### config.mk
export PLATFORM = sky130hd
export DESIGN_NAME = systolic_seq
export DESIGN_NICKNAME = d
export VERILOG_FILES = /design/src/rtl/systolic_seq.sv
export SDC_FILE = /design/constraint.sdc
export NUM_CORES = 1
export LEC_CHECK = 0
export CAP_MARGIN = 40
export CORE_AREA = 2 2 157 159
export DETAILED_ROUTE_END_ITERATION = 10
export DIE_AREA = 0 0 159 161
export HOLD_SLACK_MARGIN = 0.12
export PLACE_DENSITY_LB_ADDON = 0.25
export SYNTH_ARGS = -nofsm -noshare
export SYNTH_HDL_FRONTEND = slang
export SYNTH_SLANG_ARGS = --single-unit
### constraint.sdc
create_clock -name clk -period 7.4 [get_ports clk]
set_input_delay 1.48 -clock clk [delete_from_list [all_inputs] [get_ports clk]]
set_output_delay 1.48 -clock clk [all_outputs]
set_load 0.01 [all_outputs]
### src/rtl/systolic_seq.sv
// -----------------------------------------------------------------------------
// systolic_seq
//
// Command sequencer for a 2x2 systolic multiply array. For one accepted
// command of length K it:
//   1. streams four K-word vectors out of a word buffer (A row 0, A row 1,
//      B col 0, B col 1) and presents each word to the array with the
//      matching write enable one cycle after the buffer read,
//   2. pulses start for one cycle,
//   3. waits for every PE to report completion on se (first report wins),
//      or gives up after TMO cycles,
//   4. writes the four PE results back to the buffer,
//   5. pulses done.
//
// Parameters
//   ADR_W   buffer word-address width (addresses wrap modulo 2^ADR_W)
//   TMO     watchdog limit, in cycles spent in WAIT (must be >= 1)
//
// Ports
//   clk, rst                        clock, synchronous active-high reset
//   cmd_valid/cmd_ready             command handshake (ready only in IDLE)
//   cmd_len                         vector length K (0 is rejected)
//   cmd_abase/cmd_bbase/cmd_sbase   A source, B source, result bases
//   buf_ren/buf_radr/buf_rdata      buffer read port, data one cycle later
//   buf_wen/buf_wadr/buf_wdata      buffer write port
//   a_in0/a_in1/b_in0/b_in1         array operand inputs (same word on all)
//   awe0/awe1/bwe0/bwe1             per-row/column operand write enables
//   start, max_cntr                 array start pulse and run length
//   se, sat, s_out                  per-PE done, saturation and result,
//                                   ordered {PE1_1,PE0_1,PE1_0,PE0_0}
//   busy, done                      activity flag and completion pulse
//   err_len, err_sat, err_tmo       K=0, saturation seen, watchdog fired
// -----------------------------------------------------------------------------
module systolic_seq #(
  parameter int ADR_W = 12,
  parameter int TMO   = 1023
) (
  input  logic             clk,
  input  logic             rst,
  input  logic             cmd_valid,
  output logic             cmd_ready,
  input  logic [7:0]       cmd_len,
  input  logic [ADR_W-1:0] cmd_abase,
  input  logic [ADR_W-1:0] cmd_bbase,
  input  logic [ADR_W-1:0] cmd_sbase,
  output logic             buf_ren,
  output logic [ADR_W-1:0] buf_radr,
  input  logic [15:0]      buf_rdata,
  output logic             buf_wen,
  output logic [ADR_W-1:0] buf_wadr,
  output logic [15:0]      buf_wdata,
  output logic [15:0]      a_in0,
  output logic [15:0]      a_in1,
  output logic [15:0]      b_in0,
  output logic [15:0]      b_in1,
  output logic             awe0,
  output logic             awe1,
  output logic             bwe0,
  output logic             bwe1,
  output logic             start,
  output logic [7:0]       max_cntr,
  input  logic [3:0]       se,
  input  logic [3:0]       sat,
  input  logic [63:0]      s_out,
  output logic             busy,
  output logic             done,
  output logic             err_len,
  output logic             err_sat,
  output logic             err_tmo
);

  localparam int TW = (TMO < 2) ? 1 : $clog2(TMO + 1);

  typedef enum logic [3:0] {
    IDLE, LD_A0, LD_A1, LD_B0, LD_B1, FLUSH, START, WAIT, STORE, DONE
  } state_t;

  state_t           state;
  logic [7:0]       idx;        // word index within the current load/store phase
  logic [7:0]       k;          // latched vector length
  logic [ADR_W-1:0] abase;
  logic [ADR_W-1:0] bbase;
  logic [ADR_W-1:0] sbase;
  logic [TW-1:0]    wcnt;       // cycles already spent in WAIT
  logic [3:0]       cap_flag;   // PE result captured (sticky)
  logic [3:0]       cap_sat;    // saturation bit captured with the result
  logic [15:0]      cap_val [4];

  logic [3:0]       flag_n;
  logic [3:0]       sat_n;
  logic [15:0]      word_n [4];
  logic [ADR_W-1:0] k_adr;
  logic [15:0]      op_data;

  assign k_adr = ADR_W'(k);

  // Capture view including this cycle's se, so a PE reporting on the same
  // edge WAIT is left is already counted and its result already usable.
  always_comb begin
    flag_n = cap_flag | se;
    for (int i = 0; i < 4; i++) begin
      if (cap_flag[i]) begin
        word_n[i] = cap_val[i];
        sat_n[i]  = cap_sat[i];
      end else begin
        word_n[i] = s_out[16*i +: 16];
        sat_n[i]  = sat[i];
      end
    end
  end

  // The buffer read port delivers its word one cycle after buf_ren, which is
  // the same cycle the registered write enables go high; the operand bus is
  // therefore the buffer's registered read data, gated to zero when no
  // enable is active so the bus stays quiet outside load cycles and reset.
  assign op_data = (awe0 || awe1 || bwe0 || bwe1) ? buf_rdata : 16'h0000;
  assign a_in0   = op_data;
  assign a_in1   = op_data;
  assign b_in0   = op_data;
  assign b_in1   = op_data;

  // Sequencer: state, counters, captures and every registered output.
  always_ff @(posedge clk) begin
    if (rst) begin
      state     <= IDLE;
      idx       <= 8'd0;
      k         <= 8'd0;
      abase     <= '0;
      bbase     <= '0;
      sbase     <= '0;
      wcnt      <= '0;
      cap_flag  <= 4'd0;
      cap_sat   <= 4'd0;
      for (int i = 0; i < 4; i++) cap_val[i] <= 16'h0000;
      cmd_ready <= 1'b0;
      buf_ren   <= 1'b0;
      buf_radr  <= '0;
      buf_wen   <= 1'b0;
      buf_wadr  <= '0;
      buf_wdata <= 16'h0000;
      awe0      <= 1'b0;
      awe1      <= 1'b0;
      bwe0      <= 1'b0;
      bwe1      <= 1'b0;
      start     <= 1'b0;
      max_cntr  <= 8'd0;
      busy      <= 1'b0;
      done      <= 1'b0;
      err_len   <= 1'b0;
      err_sat   <= 1'b0;
      err_tmo   <= 1'b0;
    end else begin
      buf_ren <= 1'b0;
      buf_wen <= 1'b0;
      start   <= 1'b0;
      done    <= 1'b0;
      // Each read issued last cycle lands on its enable this cycle.
      awe0    <= buf_ren && (state == LD_A0);
      awe1    <= buf_ren && (state == LD_A1);
      bwe0    <= buf_ren && (state == LD_B0);
      bwe1    <= buf_ren && (state == LD_B1);

      case (state)
        IDLE: begin
          cmd_ready <= 1'b1;
          busy      <= 1'b0;
          max_cntr  <= 8'd0;
          if (cmd_valid && cmd_ready) begin
            cmd_ready <= 1'b0;
            busy      <= 1'b1;
            k         <= cmd_len;
            abase     <= cmd_abase;
            bbase     <= cmd_bbase;
            sbase     <= cmd_sbase;
            idx       <= 8'd0;
            wcnt      <= '0;
            cap_flag  <= 4'd0;
            cap_sat   <= 4'd0;
            for (int i = 0; i < 4; i++) cap_val[i] <= 16'h0000;
            err_len   <= 1'b0;
            err_sat   <= 1'b0;
            err_tmo   <= 1'b0;
            if (cmd_len == 8'd0) begin
              state   <= DONE;
              done    <= 1'b1;
              err_len <= 1'b1;
            end else begin
              state    <= LD_A0;
              buf_ren  <= 1'b1;
              buf_radr <= cmd_abase;
            end
          end
        end

        LD_A0, LD_A1, LD_B0, LD_B1: begin
          if (idx == k - 8'd1) begin
            idx <= 8'd0;
            case (state)
              LD_A0: begin
                state    <= LD_A1;
                buf_ren  <= 1'b1;
                buf_radr <= abase + k_adr;
              end
              LD_A1: begin
                state    <= LD_B0;
                buf_ren  <= 1'b1;
                buf_radr <= bbase;
              end
              LD_B0: begin
                state    <= LD_B1;
                buf_ren  <= 1'b1;
                buf_radr <= bbase + k_adr;
              end
              default: begin
                // Last B1 read is out; FLUSH carries its enable.
                state <= FLUSH;
              end
            endcase
          end else begin
            idx      <= idx + 8'd1;
            buf_ren  <= 1'b1;
            buf_radr <= buf_radr + ADR_W'(1);
          end
        end

        FLUSH: begin
          state    <= START;
          start    <= 1'b1;
          max_cntr <= k;
        end

        START: begin
          state <= WAIT;
          wcnt  <= '0;
        end

        WAIT: begin
          cap_flag <= flag_n;
          for (int i = 0; i < 4; i++) begin
            if (se[i] && !cap_flag[i]) begin
              cap_val[i] <= s_out[16*i +: 16];
              cap_sat[i] <= sat[i];
            end
          end
          if (&flag_n) begin
            state     <= STORE;
            idx       <= 8'd0;
            buf_wen   <= 1'b1;
            buf_wadr  <= sbase;
            buf_wdata <= word_n[0];
          end else if (wcnt == TW'(TMO - 1)) begin
            state    <= DONE;
            done     <= 1'b1;
            err_tmo  <= 1'b1;
            err_sat  <= |(sat_n & flag_n);
            max_cntr <= 8'd0;
          end else begin
            wcnt <= wcnt + TW'(1);
          end
        end

        STORE: begin
          if (idx == 8'd3) begin
            state    <= DONE;
            done     <= 1'b1;
            err_sat  <= |cap_sat;
            max_cntr <= 8'd0;
          end else begin
            idx       <= idx + 8'd1;
            buf_wen   <= 1'b1;
            buf_wadr  <= buf_wadr + ADR_W'(1);
            buf_wdata <= cap_val[idx[1:0] + 2'd1];
          end
        end

        DONE: begin
          state     <= IDLE;
          busy      <= 1'b0;
          cmd_ready <= 1'b1;
          max_cntr  <= 8'd0;
        end

        default: begin
          state     <= IDLE;
          busy      <= 1'b0;
          cmd_ready <= 1'b0;
          max_cntr  <= 8'd0;
        end
      endcase
    end
  end

endmodule

== After elaboration in Yosys (flattened, before gate mapping) ==
Memories as Yosys holds them, arrays and structs flattened.
Cells that the tools add are included.
Word-level totals
  register bits after elaboration: 135
  latch bits: 0
  bits in writable memories: 64
  bits in read-only memories: 0
  bits of input ports: 135
  output and inout port bits: 125
  word-level logic and storage cells: 222
  memories kept: 1
Memories
  cap_val: words 4, bits a word 16, read ports 2, clocked after memory_dff 0, wr ports 4, line 87  | logic [15:0] cap_val [4];
Cells by class
  add/subtract/negate cells: 8
  multipliers: 0
  divide/modulo/power cells: 0
  $lt $le $gt $ge: 0
  equality and inequality tests: 27
  shifts and indexed selects: 0
  mux-type cells: 101
  bitwise gates (word level): 11
  reduce and logical (&&, ||, !) cells: 45
Operator list (number)
  16-bit 2-to-1 mux: 12
  8-bit case mux with 4 select lines: 2
  12-bit 2-to-1 mux: 5
  8-bit 2-to-1 mux: 7
  1-bit 2-to-1 mux: 49
  12-bit case mux with 2 select lines: 2
  12-bit case mux with 3 select lines: 1
  16-bit case mux with 2 select lines: 1
  10-bit 2-to-1 mux: 3
  10-bit case mux with 3 select lines: 1
  4-bit 2-to-1 mux: 7
  4-bit AND reduction: 7
  2-bit != test, second input constant: 13
  12-bit by 1-bit adder with 12-bit output, second input constant: 2
  12-bit by 8-bit adder with 12-bit output: 2
  4-bit case mux with 6 select lines: 1
  4-bit by 3-bit == test with 1-bit output, second input constant: 4
  4-bit case mux with 2 select lines: 2
  3-bit AND reduction: 5
  4-bit OR reduction: 3
  10-bit by 1-bit adder with 10-bit output, second input constant: 1
  10-bit == test, second input constant: 1
  1-bit logical AND: 9
  1-bit case mux with 3 select lines: 3
  28 further kinds: 49

== Longest topological paths before layout ==
Gate-level depths: netlist of the first run.
  depth after elaboration: 7
  mapped depth: 15
  mapped depth without buffers: 13

== Worst setup path before layout of the first run ==
No wires, ideal clock.
  path type: input to output
  start: input port buf_rdata[0]
  end: output port a_in1[0]
  data arrival time: 1.965 ns
  required time: 5.920 ns
  path slack: 3.955 ns
  cell stages on the path: 2
  buffers on the path: 1
  path through: nor2b_1 buf_4
On the way
  longest elaborated chain between the ends: 1
RTL lines
  from (decl): line 48  | input logic [15:0] buf_rdata,
  16-bit 2-to-1 mux: line 116  | assign op_data = (awe0 || awe1 || bwe0 || bwe1) ? buf_rdata : 16'h0000;
  to (decl): line 53  | output logic [15:0] a_in1,
Every way passes these cells.

== Worst setup path in the final report of the first run ==
  start: input port buf_rdata[0]
  end: output port a_in0[0]
On the way
  longest elaborated chain between the ends: 1
RTL lines
  16-bit 2-to-1 mux: line 116
  to (decl): line 52  | output logic [15:0] a_in0,
Every way passes these cells.

==> results.tsv, run 1 <==
metric	value	unit
status	finished, final reports clean	
Fin. Hold Viols	0	
mapped cell area	10600	sq um
synth warn	0	
Fill cells	2119	
DRT iter0 DRCs	854	
R2R cell count	12	
WHS Path Cells	2	
pin count of the biggest net entering global routing	63	
Worst path top cell family by delay	buffers and inverters	
Area Overhead vs Synth	29.6	%
worst path cell trace	clkdlybuf4s50_1 -> nor2b_1 -> clkdlybuf4s50_1	
clock root buffer	clkbuf_16	
H-tree depth	4	
Synth Area per Inst	8.63	sq um
Routed Wire Length	31700	um
largest area contributor in the netlist	dfxtp_1	
CP Class	in2out	
vias per cell	5.64	
grt met2 use	40.2	%
Critical Path Most Common Cell	clkdlybuf4s50_1	
CP endpoint kind	output pin	
count of cell types in the netlist	75	
worst path required time	5.92	ns
total grt overflow	0	
Top Usage Layer GRT	met2	
number of synthesized flops with an enable pin	48	
Worst-path clk slew	0.09	ns
CTS Hold Bufs	0	
PortBufs	259	
M3 GR Usage	5.06	%
Mapped Nets	1383	
Post-CTS Resized	0	
Num CTS Buffers	17	
Cells after Synth	1232	
Detail Route Antenna Nets	0	
GPL Wtd Cong	0.852	
ys async rst share	0	%
RSZ-0062 raised after global routing	no	
die height	161	um
drt drc	0	
die area	25600	sq um
Die W	159	um
crit-path max FO	4	
Final min period	4.38	ns
layout cells sized above 1	7.11	%
LEAKAGE	4.87	nW
Area after DPL	13200	sq um
Slowest cell on crit path	clkdlybuf4s50_1	
first-pass GRT wire length	49500	um
Primary FF master, synth	dfxtp_1	
cell area after layout	13800	sq um
clock sink count	199	
CP startpoint kind	primary input	
Top Ports	260	
Final Net Count	1545	
initial antenna violation count	0	
Worst Skew	0.0145	ns
area share of the leading cell type in the synthesized netlist	28.4	%
Max VDD drop	0.170	mV
Core Region	24000	sq um
setup bufs post-CTS	0	
Synth Register Bits	199	
GRT Total Usage	24.2	%
dpl hpwl	23000	um
Slew Limit Fails	0	
row count	57	
PwrDens	247	nW/um^2
WP buf/inv	2	
worst skew pair latency	0.45	ns
Longest Clk Path Bufs	2	
Starting Density	44.4	%
final setup fails	0	
DR WL/cell	18.3	um
Hold/Removal Path Class	reg2reg	
Final Cycle Share	59.2	%
setup_tns	0	ns
critical path depth	3	
relative slew slack	38.3	%
CP max stage delay	0.62	ns
Worst-Margin Slew	0.921	ns
DR vias	9770	
MaxCap Viol Count	0	
Global Route met1 Usage	31.8	%
sequential area share after synthesis	42.0	%
fmax	0.228	GHz
ranking of synthesized cells by area	dfxtp_1 28%, edfxtp_1 14%, nand2_1 7.6%	
number of global-route vias before repair	9006	
WP data arrival	2.90	ns
TritonCTS clock tree	built	
Pre-antenna DRT Iters	6	
antenna diode count	0	
metrics by stage:
| stage | cells | worst slack [ns] | total power, W | hold slack [ns] | util [%] |
|---|---|---|---|---|---|
| global placement | 1693 | 3.03 | 0.00243 | 0.441 | 54.5 |
| detailed placement | 1699 | 2.98 | 0.00245 | 0.444 | 54.9 |
| global route | 1731 | 2.94 | 0.00356 | 0.474 | 57.5 |
| floorplan | 1232 | 3.96 | 0.00206 | 0.433 | - |
| CTS | 1731 | 2.97 | 0.00340 | 0.456 | 57.5 |
| finish | 1731 | 3.02 | 0.00340 | 0.456 | 57.5 |
cell usage in the layout, fill, tap and decap left out, types with 19 or more instances in the layout:
cell type	netlist	routed
mux2i_1	19	19
a22oi_1	23	23
nor2_1	90	89
and2_1	55	55
nor2b_1	23	23
nor3_1	22	21
dfxtp_1	151	151
o211ai_1	30	30
nand3_1	34	34
nand2_1	216	215
xnor2_1	21	21
a21oi_1	115	114
edfxtp_1	48	48
clkdlybuf4s50_1	0	258
synth_stat cells, drive strengths merged (19+ instances only):
library cell / n
xnor2: 21
nand3: 34
dfxtp: 151
o21ai: 24
o211ai: 30
mux2i: 19
buf: 58
a21oi: 116
nand2: 216
clkbuf: 77
nor2b: 23
nor2: 91
nor3: 23
edfxtp: 48
a22oi: 23
and2: 55
worst paths after layout:
path	endpoint	slack (ns)	from
setup / recovery	a_in0[0]	3.02	buf_rdata[0]
hold / removal	buf_wdata[6]	0.46	buf_wdata[6]
setup reg to reg	buf_radr[9]	3.33	state[3]
hold reg to reg	buf_wdata[6]	0.46	buf_wdata[6]
worst reg2reg max path, delay by kind of cell (launching register included):
kind	cells	cell delay [ns]
AO/OA/AOI/OAI	5	1.21
adder cells (fa/ha/maj)	1	0.28
flip-flops	1	0.92
multiplexers	1	0.31
AND/OR/NAND/NOR	5	1.30
layout make-up:
cell class / instances / area [sq um] / area share (%)
Sequential cell: 199 / 4460 / 32.4
Inverter: 13 / 48.8 / 0.354
Timing Repair Buffer: 278 / 2780 / 20.2
Multi-Input combinational cell: 885 / 5460 / 39.6
Clock inverter: 15 / 193 / 1.40
Tap cell: 324 / 405 / 2.94
Clock buffer: 17 / 425 / 3.09
report_power, final:
group          total (W)  internal (W)  switching (W)  leakage, nW
sequential       0.00137       0.00124       0.000124         1.73
clock           0.000956      0.000465       0.000491        0.294
combinational    0.00107      0.000484       0.000588         2.84
routing by layer:
| metal | vias to the layer above | part of all wire [%] | wire (um) |
|---|---|---|---|
| met5 | - | 0 | 0 |
| met4 | 0 | 2.1 | 666 |
| met3 | 40 | 8.2 | 2610 |
| met2 | 453 | 48 | 15200 |
| met1 | 4625 | 42 | 13200 |
| li1 | 4652 | - | - |
state kept, by name, indices dropped and copies added (netlist names), 4 cells and up:
name,count
cap_val,64
buf_wdata,16
abase,12
bbase,12
buf_radr,12
buf_wadr,12
sbase,12
wcnt,10
idx,8
k,8
max_cntr,8
cap_flag,4
cap_sat,4
state,4
kinds of logic (layout without fill, tap and decap cells):
kind of cell / after synthesis / in the layout / synth area share [%]
simple gates: 520 / 520 / 23.3
compound gates: 276 / 276 / 17.3
flops: 199 / 199 / 42.0
buf+inv: 148 / 323 / 7.11
xor+xnor: 37 / 37 / 3.05
mux: 36 / 36 / 5.28
fa+ha+maj: 16 / 16 / 1.95
Note: power is estimated with default switching activity, not from simulation.
==> inputs of run 2 (changes only) <==
==> constraint.sdc (replaced) <==
create_clock -name clk -period 3.7 [get_ports clk]
set_input_delay 0.74 -clock clk [delete_from_list [all_inputs] [get_ports clk]]
set_output_delay 0.74 -clock clk [all_outputs]
set_load 0.01 [all_outputs]
==> run 2 against run 1 <==
Effect of this change:
- die area unchanged
- global-route usage up 0.75 points
- utilization up 0.20 points
- total power up 100%
- clock power up 100%
- combinational power up 100%
- non-clock buffer count up 13
- critical endpoint is now buf_radr[7]
==> results.tsv, run 2 (synthesis gave the netlist of run 1 again) <==
metric	value	unit	change
status	finished, final reports clean		
DR WL/cell	18.4	um	+0.76%
worst r2r src	k[1]		
antenna diode count	0		unchanged
CP max stage delay	0.73	ns	+0.11 ns
Pre-antenna DRT Iters	8		+2
worst skew pair latency	0.45	ns	about the same
die height	161	um	unchanged
Slowest cell on crit path	or2_0		
Worst Skew	0.0197	ns	+0.00521 ns
WP data arrival	3.64	ns	+0.74 ns
max reg flops	64		unchanged
pin count of the biggest net entering global routing	55		-13%
layout cells sized above 1	7.89	%	+0.78 points
r2r setup slk	0.34	ns	-2.99 ns
total grt overflow	0		unchanged
setup bufs post-CTS	0		unchanged
row count	57		unchanged
commonest cells after routing, fill and taps aside	258 x clkdlybuf4s50_1, 215 x nand2_1, 151 x dfxtp_1		
PortBufs	259		unchanged
first-pass GRT wire length	51400	um	+3.6%
hold worst-path end	buf_wdata[15]		
reg2reg end	buf_radr[7]		
Hold/Removal Path Class	reg2reg		
Core Region	24000	sq um	unchanged
H-tree depth	4		unchanged
Num CTS Buffers	17		unchanged
Slew Limit Fails	0		unchanged
die area	25600	sq um	unchanged
dpl hpwl	23300	um	+1.1%
commonest non-fill, non-tap cell in the layout	clkdlybuf4s50_1		
vias per cell	5.63		-0.34%
Area Overhead vs Synth	30.1	%	
Final min period	3.36	ns	
Final Cycle Share	90.7	%	
clock root buffer	clkbuf_16		
worst path required time	3.98	ns	-1.94 ns
Most flops, register	cap_val		
CP endpoint kind	register		
biggest regs	cap_val: 64 flops, buf_wdata: 16 flops		
DRT iter0 DRCs	790		-7.5%
RSZ-0062 raised after global routing	no		
Worst-Margin Slew	0.921	ns	+0.000788 ns
hold slack	0.456	ns	+0.00000700 ns
CP startpoint kind	register		
PwrDens	496	nW/um^2	+100%
CP Class	reg2reg		
CTS Hold Bufs	0		unchanged
Top Ports	260		unchanged
number of global-route vias before repair	9356		+3.9%
WHS Path Cells	2		unchanged
Detail Route Antenna Nets	0		unchanged
worst path cell trace	inv_1 -> ha_1 -> nor3b_1 -> nand3_1 -> o211ai_1 -> a211oi_1 -> buf_4 -> a21oi_2 -> or2_0 -> a311oi_2		
DR vias	9810		+0.41%
setup_tns	0	ns	unchanged
Routed Wire Length	32100	um	+1.5%
GPL Wtd Cong	0.884		+3.8%
fmax	0.298	GHz	
initial antenna violation count	0		unchanged
final setup fails	0		unchanged
Post-CTS Resized	0		unchanged
GRT Total Usage	24.9	%	+0.75 points
drt drc	0		unchanged
HP Start	buf_wdata[15]		
R2R cell count	10		-2
relative slew slack	38.6	%	+0.32 points
Final Net Count	1558		+0.84%
clock sink count	199		unchanged
MaxCap Viol Count	0		unchanged
Starting Density	44.4	%	unchanged
TritonCTS clock tree	built		
crit-path max FO	16		+12
Longest Clk Path Bufs	2		unchanged
LEAKAGE	4.92	nW	+1.0%
Worst-path clk slew	0.09	ns	about the same
Die W	159	um	unchanged
Max VDD drop	0.323	mV	+90%
Fin. Hold Viols	0		unchanged
[run 2: critical path: cells and delay by family, from the launching register on]
family / cells / cell delay, ns
and+or+nand+nor: 3 / 1.20
AOI/OAI and AO/OA: 4 / 1.09
DFF: 1 / 0.43
buffers and inverters: 2 / 0.30
adders and majority gates: 1 / 0.17
[run 2: cell type report]
class	count	area [sq um]
inverter	13	48.8
timing repair buffer	291	2830
tap	324	405
sequential	199	4460
clock buffer	17	425
clock inverter	15	196
multi-input combinational	885	5460
fill	2142	10100
[run 2: worst max-delay path by stage]
stage,slack [ns],startpoint,cells after the start,to
final,0.34,k[1],10,buf_radr[7]
after global routing,0.04,state[1],11,buf_radr[7]
after CTS,0.37,state[1],11,buf_radr[7]
after detailed placement,0.42,state[1],11,buf_radr[7]
after global placement,0.49,k[0],10,buf_radr[3]
after floorplan,0.36,state[0],15,buf_radr[9]
[run 2: report_power, final]
part | internal (W) | total (W) | switching [W]
Combinational | 0.000997 | 0.00219 | 0.00119
Clock | 0.000932 | 0.00194 | 0.00100
Sequential | 0.00249 | 0.00273 | 0.000243
Total | 0.00442 | 0.00686 | 0.00244
[run 2: stage by stage]
step / total power [W] / setup slack, ns / cell area (sq um) / std cells / utilization [%]
2_1_floorplan: 0.00412 / 0.360 / 10600 / 1232 / -
4_1_cts: 0.00687 / 0.372 / 13800 / 1744 / 57.7
3_5_place_dp: 0.00495 / 0.418 / 13200 / 1712 / 55.1
5_1_grt: 0.00719 / 0.0397 / 13800 / 1744 / 57.7
6_report: 0.00686 / 0.342 / 13800 / 1744 / 57.7
3_3_place_gp: 0.00492 / 0.486 / 13200 / 1712 / 55.1
[run 2: routing by layer]
metal	vias up	GRT usage (%)	share of wire, %
met3	47	4.88	7.2
met1	4623	32.4	42
met5	-	0	0
met2	456	42.5	48
met4	0	7.27	2.0
li1	4684	-	-
==> patch 1: new RTL, config.mk and constraints of run 2 <==
The parameter `TMO` goes from 1023 to 511.
--- a/src/rtl/systolic_seq.sv
+++ b/src/rtl/systolic_seq.sv
@@ -35,3 +35,3 @@
   parameter int ADR_W = 12,
-  parameter int TMO   = 1023
+  parameter int TMO   = 511
 ) (
Formal check against the unedited RTL: same outputs for any inputs over 4 cycles, from zero or initial values and one cycle with rst high; that may be too few to reach the edited logic, so the function may still have changed.
==> patch 1 against run 2 <==
Wire length fell by 1.3%. Final area shrank 1.2%. Synthesized cell count fell by 1.8%. Clock power shrank 5%. Area after synthesis down 1.8%. Sequential cell count shrank 1. Highest routed layer unchanged. Final cell count is 0.46% lower. Global-route usage down 0.55 points. Die area is the same. Worst setup slack worse by 0.016 ns. Non-clock buffer count is 4 higher. Total power grew 3.6%.
==> patch 1: results (changes against run 2) <==
Worst hold path endpoint: buf_wdata[1]
Hold WS: 0.457 ns (+0.00116 ns)
Dpl cell area: 13100 um2 (-0.95%)
Met3 Usage GRT: 5.21% (+0.33 points)
Largest delay share family, worst path: compound AO/OA/AOI/OAI gates
Seq area share: 32.5% (+0.24 points)
Pre-CTS setup slack: 0.350 ns (-0.0679 ns)
Met2 Track Usage GR: 41.8% (-0.63 points)
LEAKAGE: 4.91 nW (-0.17%)
Non-clock buffers: 295 (+1.4%)
#MultiIn Comb: 876 (-1.0%)
First-pass GRT wire length: 49.8 mm (-2.9%)
Clock buffers: 18 (+1)
Post-route cell area: 13700 um2 (-1.2%)
Mux share of post-synthesis cell area: 5.56% (+0.27 points)
Compound-Gate Fraction of Synth Area: 17.4% (+0.11 points)
Initial antenna violation count: 2 (+2)
Metal-1 WL: 13.4 mm (-2.2%)
# fillers: 2184 (+2.0%)
Met2 wire len: 15.2 mm (-2.0%)
# nets final: 1550 (-0.51%)
Tot GR Track Use: 24.4% (-0.55 points)
Met3 wire len: 2.37 mm (+2.4%)
Netlist cell types: 74 (-1.3%)
Headroom to the max-slew limit: 44.2% (+5.7 points)
Worst Setup EP: state[2]
Worst EP arrival: 3.70 ns (+0.06 ns)
DR vias: 9633 (-1.8%)
GP Congestion: 0.885 (about the same)
Routed WL: 31.7 mm (-1.3%)
Multi-input logic area: 5320 um2 (-2.5%)
Seq/Total Area, Yosys: 42.6% (+0.56 points)
Crit-path max cell delay: 0.53 ns (-0.20 ns)
Worst reg2reg path depth: 9 (-1)
Status: complete, no violations
Hold Crit Start: buf_wdata[1]
NonClk Buf Share: 21.0% (+0.52 points)
Area contributors post-synth: dfxtp_1, edfxtp_1, nand2_1
Number of detailed-route iterations in the first pass: 5 (-3)
Final Instance Count excl. Fillers: 1736 (-0.46%)
Hpwl dp: 23.9 mm (+2.5%)
Clock skew: 0.0171 ns (-0.00262 ns)
Share of layout cells above drive strength 1: 7.44% (-0.45 points)
==> patch 1: cell types whose count changed after synthesis, sizes merged, moves of 5 or more <==
cell    delta
nor2      +21
a21oi     -14
o21ai     +11
nand4      -8
a31oi      -7
clkbuf     -6
o211ai     -6
and2       -5
nor3b      -5
==> patch 1: kinds of logic (layout without fill, tap and decap cells) <==
| logic type | after synthesis | after routing |
|---|---|---|
| XOR/XNOR | 34 | 34 |
| adder cells (fa/ha/maj) | 16 | 16 |
| flip-flops | 198 | 198 |
| AO/OA/AOI/OAI | 273 | 273 |
| multiplexers | 38 | 38 |
| buffers and inverters | 136 | 338 |
| AND/OR/NAND/NOR | 515 | 515 |
==> patch 1: report_power, final <==
| part | internal, W | switching, W |
|---|---|---|
| Sequential | 0.00250 | 0.000257 |
| Clock | 0.000909 | 0.000936 |
| Combinational | 0.00115 | 0.00135 |
==> patch 2: new RTL, flow settings as in run 2 <==
Made on the original files. One comparison of `idx` changes from == to >=.
--- a/src/rtl/systolic_seq.sv
+++ b/src/rtl/systolic_seq.sv
@@ -262,3 +262,3 @@
         STORE: begin
-          if (idx == 8'd3) begin
+          if (idx >= 8'd3) begin
             state    <= DONE;
Formal check against the unedited RTL: same outputs for any inputs over 4 cycles, from zero or initial values and one cycle with rst high; that may be too few to reach the edited logic, so the function may still have changed.
==> patch 2 against run 2 <==
Final area down 0.68%. Worst setup slack improved by 0.11 ns. Total power fell by 3.4%. Area after synthesis decreased by 0.64%. Synthesized cell count decreased by 1.2%. Largest power group unchanged. Wire length decreased by 4.1%. Global-route usage is 1.2 points lower. Sequential cell count is the same. First-iteration DRC count fell by 20%.
==> patch 2: results (changes against run 2) <==
Status: complete, no violations
First-pass GRT wire length: 48.5 mm (-5.6%)
Worst hold path endpoint: sbase[3]
Worst R2R Start: state[0]
Tot GR Track Use: 23.8% (-1.2 points)
Seq/Total Area, Yosys: 42.3% (+0.27 points)
Hold WS: 0.459 ns (+0.00356 ns)
Sequential power: 0.00272 W (about the same)
Worst reg2reg path depth: 12 (+2)
Hold Path Class: register to register
Area contributors post-synth: dfxtp_1, edfxtp_1, nand2_1
Post-Synthesis Cells: 1217 (-1.2%)
GP Congestion: 0.911 (+3.0%)
P per Cell Area: 482 nW/um2 (-2.7%)
Clock skew: 0.0197 ns (+0.0000448 ns)
Pre-CTS setup slack: 0.522 ns (+0.103 ns)
Post-synthesis xor/xnor area fraction: 3.32% (+0.27 points)
Largest net degree at the start of global routing: 110 (+100%)
Tcrit/Tclk final: 87.8% (-2.9 points)
Met3 wire len: 2.65 mm (+15%)
Met3 Usage GRT: 6.63% (+1.7 points)
Register-to-Register Setup Slack: 0.45 ns (+0.11 ns)
CP max FO: 9 (-7)
Met2 Track Usage GR: 40.2% (-2.3 points)
Post-DR wirelength/cell: 17.8 um (-3.4%)
Netlist cell types: 73 (-2.7%)
Number of global-route vias before repair: 9052 (-3.2%)
Final Instance Count excl. Fillers: 1731 (-0.75%)
Vias per inst: 5.53 (-1.7%)
Combinational group power: 0.00199 W (-9.1%)
Metal-1 WL: 12.6 mm (-7.6%)
Mux share of post-synthesis cell area: 5.78% (+0.50 points)
Syn Nets: 1368 (-1.1%)
LEAKAGE: 4.91 nW (about the same)
Number of detailed-route iterations in the first pass: 7 (-1)
Final Hold Viols: 0 (unchanged)
Dpl cell area: 13100 um2 (-0.67%)
Worst vdd rail ir drop: 352 uV (+8.9%)
Met2 wire len: 14.7 mm (-5.4%)
Worst Setup EP: buf_radr[8]
Compound-Gate Fraction of Synth Area: 16.8% (-0.54 points)
GR Util met1: 29.0% (-3.4 points)
Share of layout cells above drive strength 1: 7.25% (-0.64 points)
Worst EP arrival: 3.59 ns (-0.05 ns)
Clk pin slew, worst setup/hold paths: 0.08 ns
# nets final: 1545 (-0.83%)
Headroom to the max-slew limit: 39.3% (+0.73 points)
Max Used Layer: met4
Hpwl dp: 22.4 mm (-3.7%)
Post-synth top cells: nand2_1, dfxtp_1, nor2_1
Crit path kind: register to register
Hold Crit Depth: 2 (unchanged)
Initial DRC Count: 631 (-20%)
Internal power: 0.00432 W (-2.2%)
Post-Synth Adder-Cell Area: 1.97% (+0.012 points)
Hold Crit Start: sbase[3]
[patch 2: critical path, stage by stage (launching register included)]
cell and delay [ns]:
dfxtp_1 0.48, nand4bb_1 0.40, nand2_1 0.19, nand2_1 0.07, ha_1 0.21, fa_1 0.43, a211oi_1 0.41, o211a_1 0.28
nor2_1 0.07, xor2_1 0.15, mux2i_1 0.15, a21oi_1 0.08, o221a_1 0.22
[patch 2: cell type report]
| class | count | area, um2 |
|---|---|---|
| tap | 324 | 405 |
| timing repair buffer | 290 | 2840 |
| multi-input combinational | 879 | 5380 |
| fill | 2152 | 10200 |
| inverter | 7 | 26.3 |
| clock inverter | 15 | 191 |
| clock buffer | 17 | 425 |
| sequential | 199 | 4460 |
[patch 2: cell families (layout without fill, tap and decap cells)]
| logic type | count (synthesis) | in the layout |
|---|---|---|
| simple gates | 505 | 505 |
| compound gates | 277 | 277 |
| flops | 199 | 199 |
| buf+inv | 139 | 329 |
| mux | 41 | 41 |
| xor+xnor | 40 | 40 |
| fa+ha+maj | 16 | 16 |
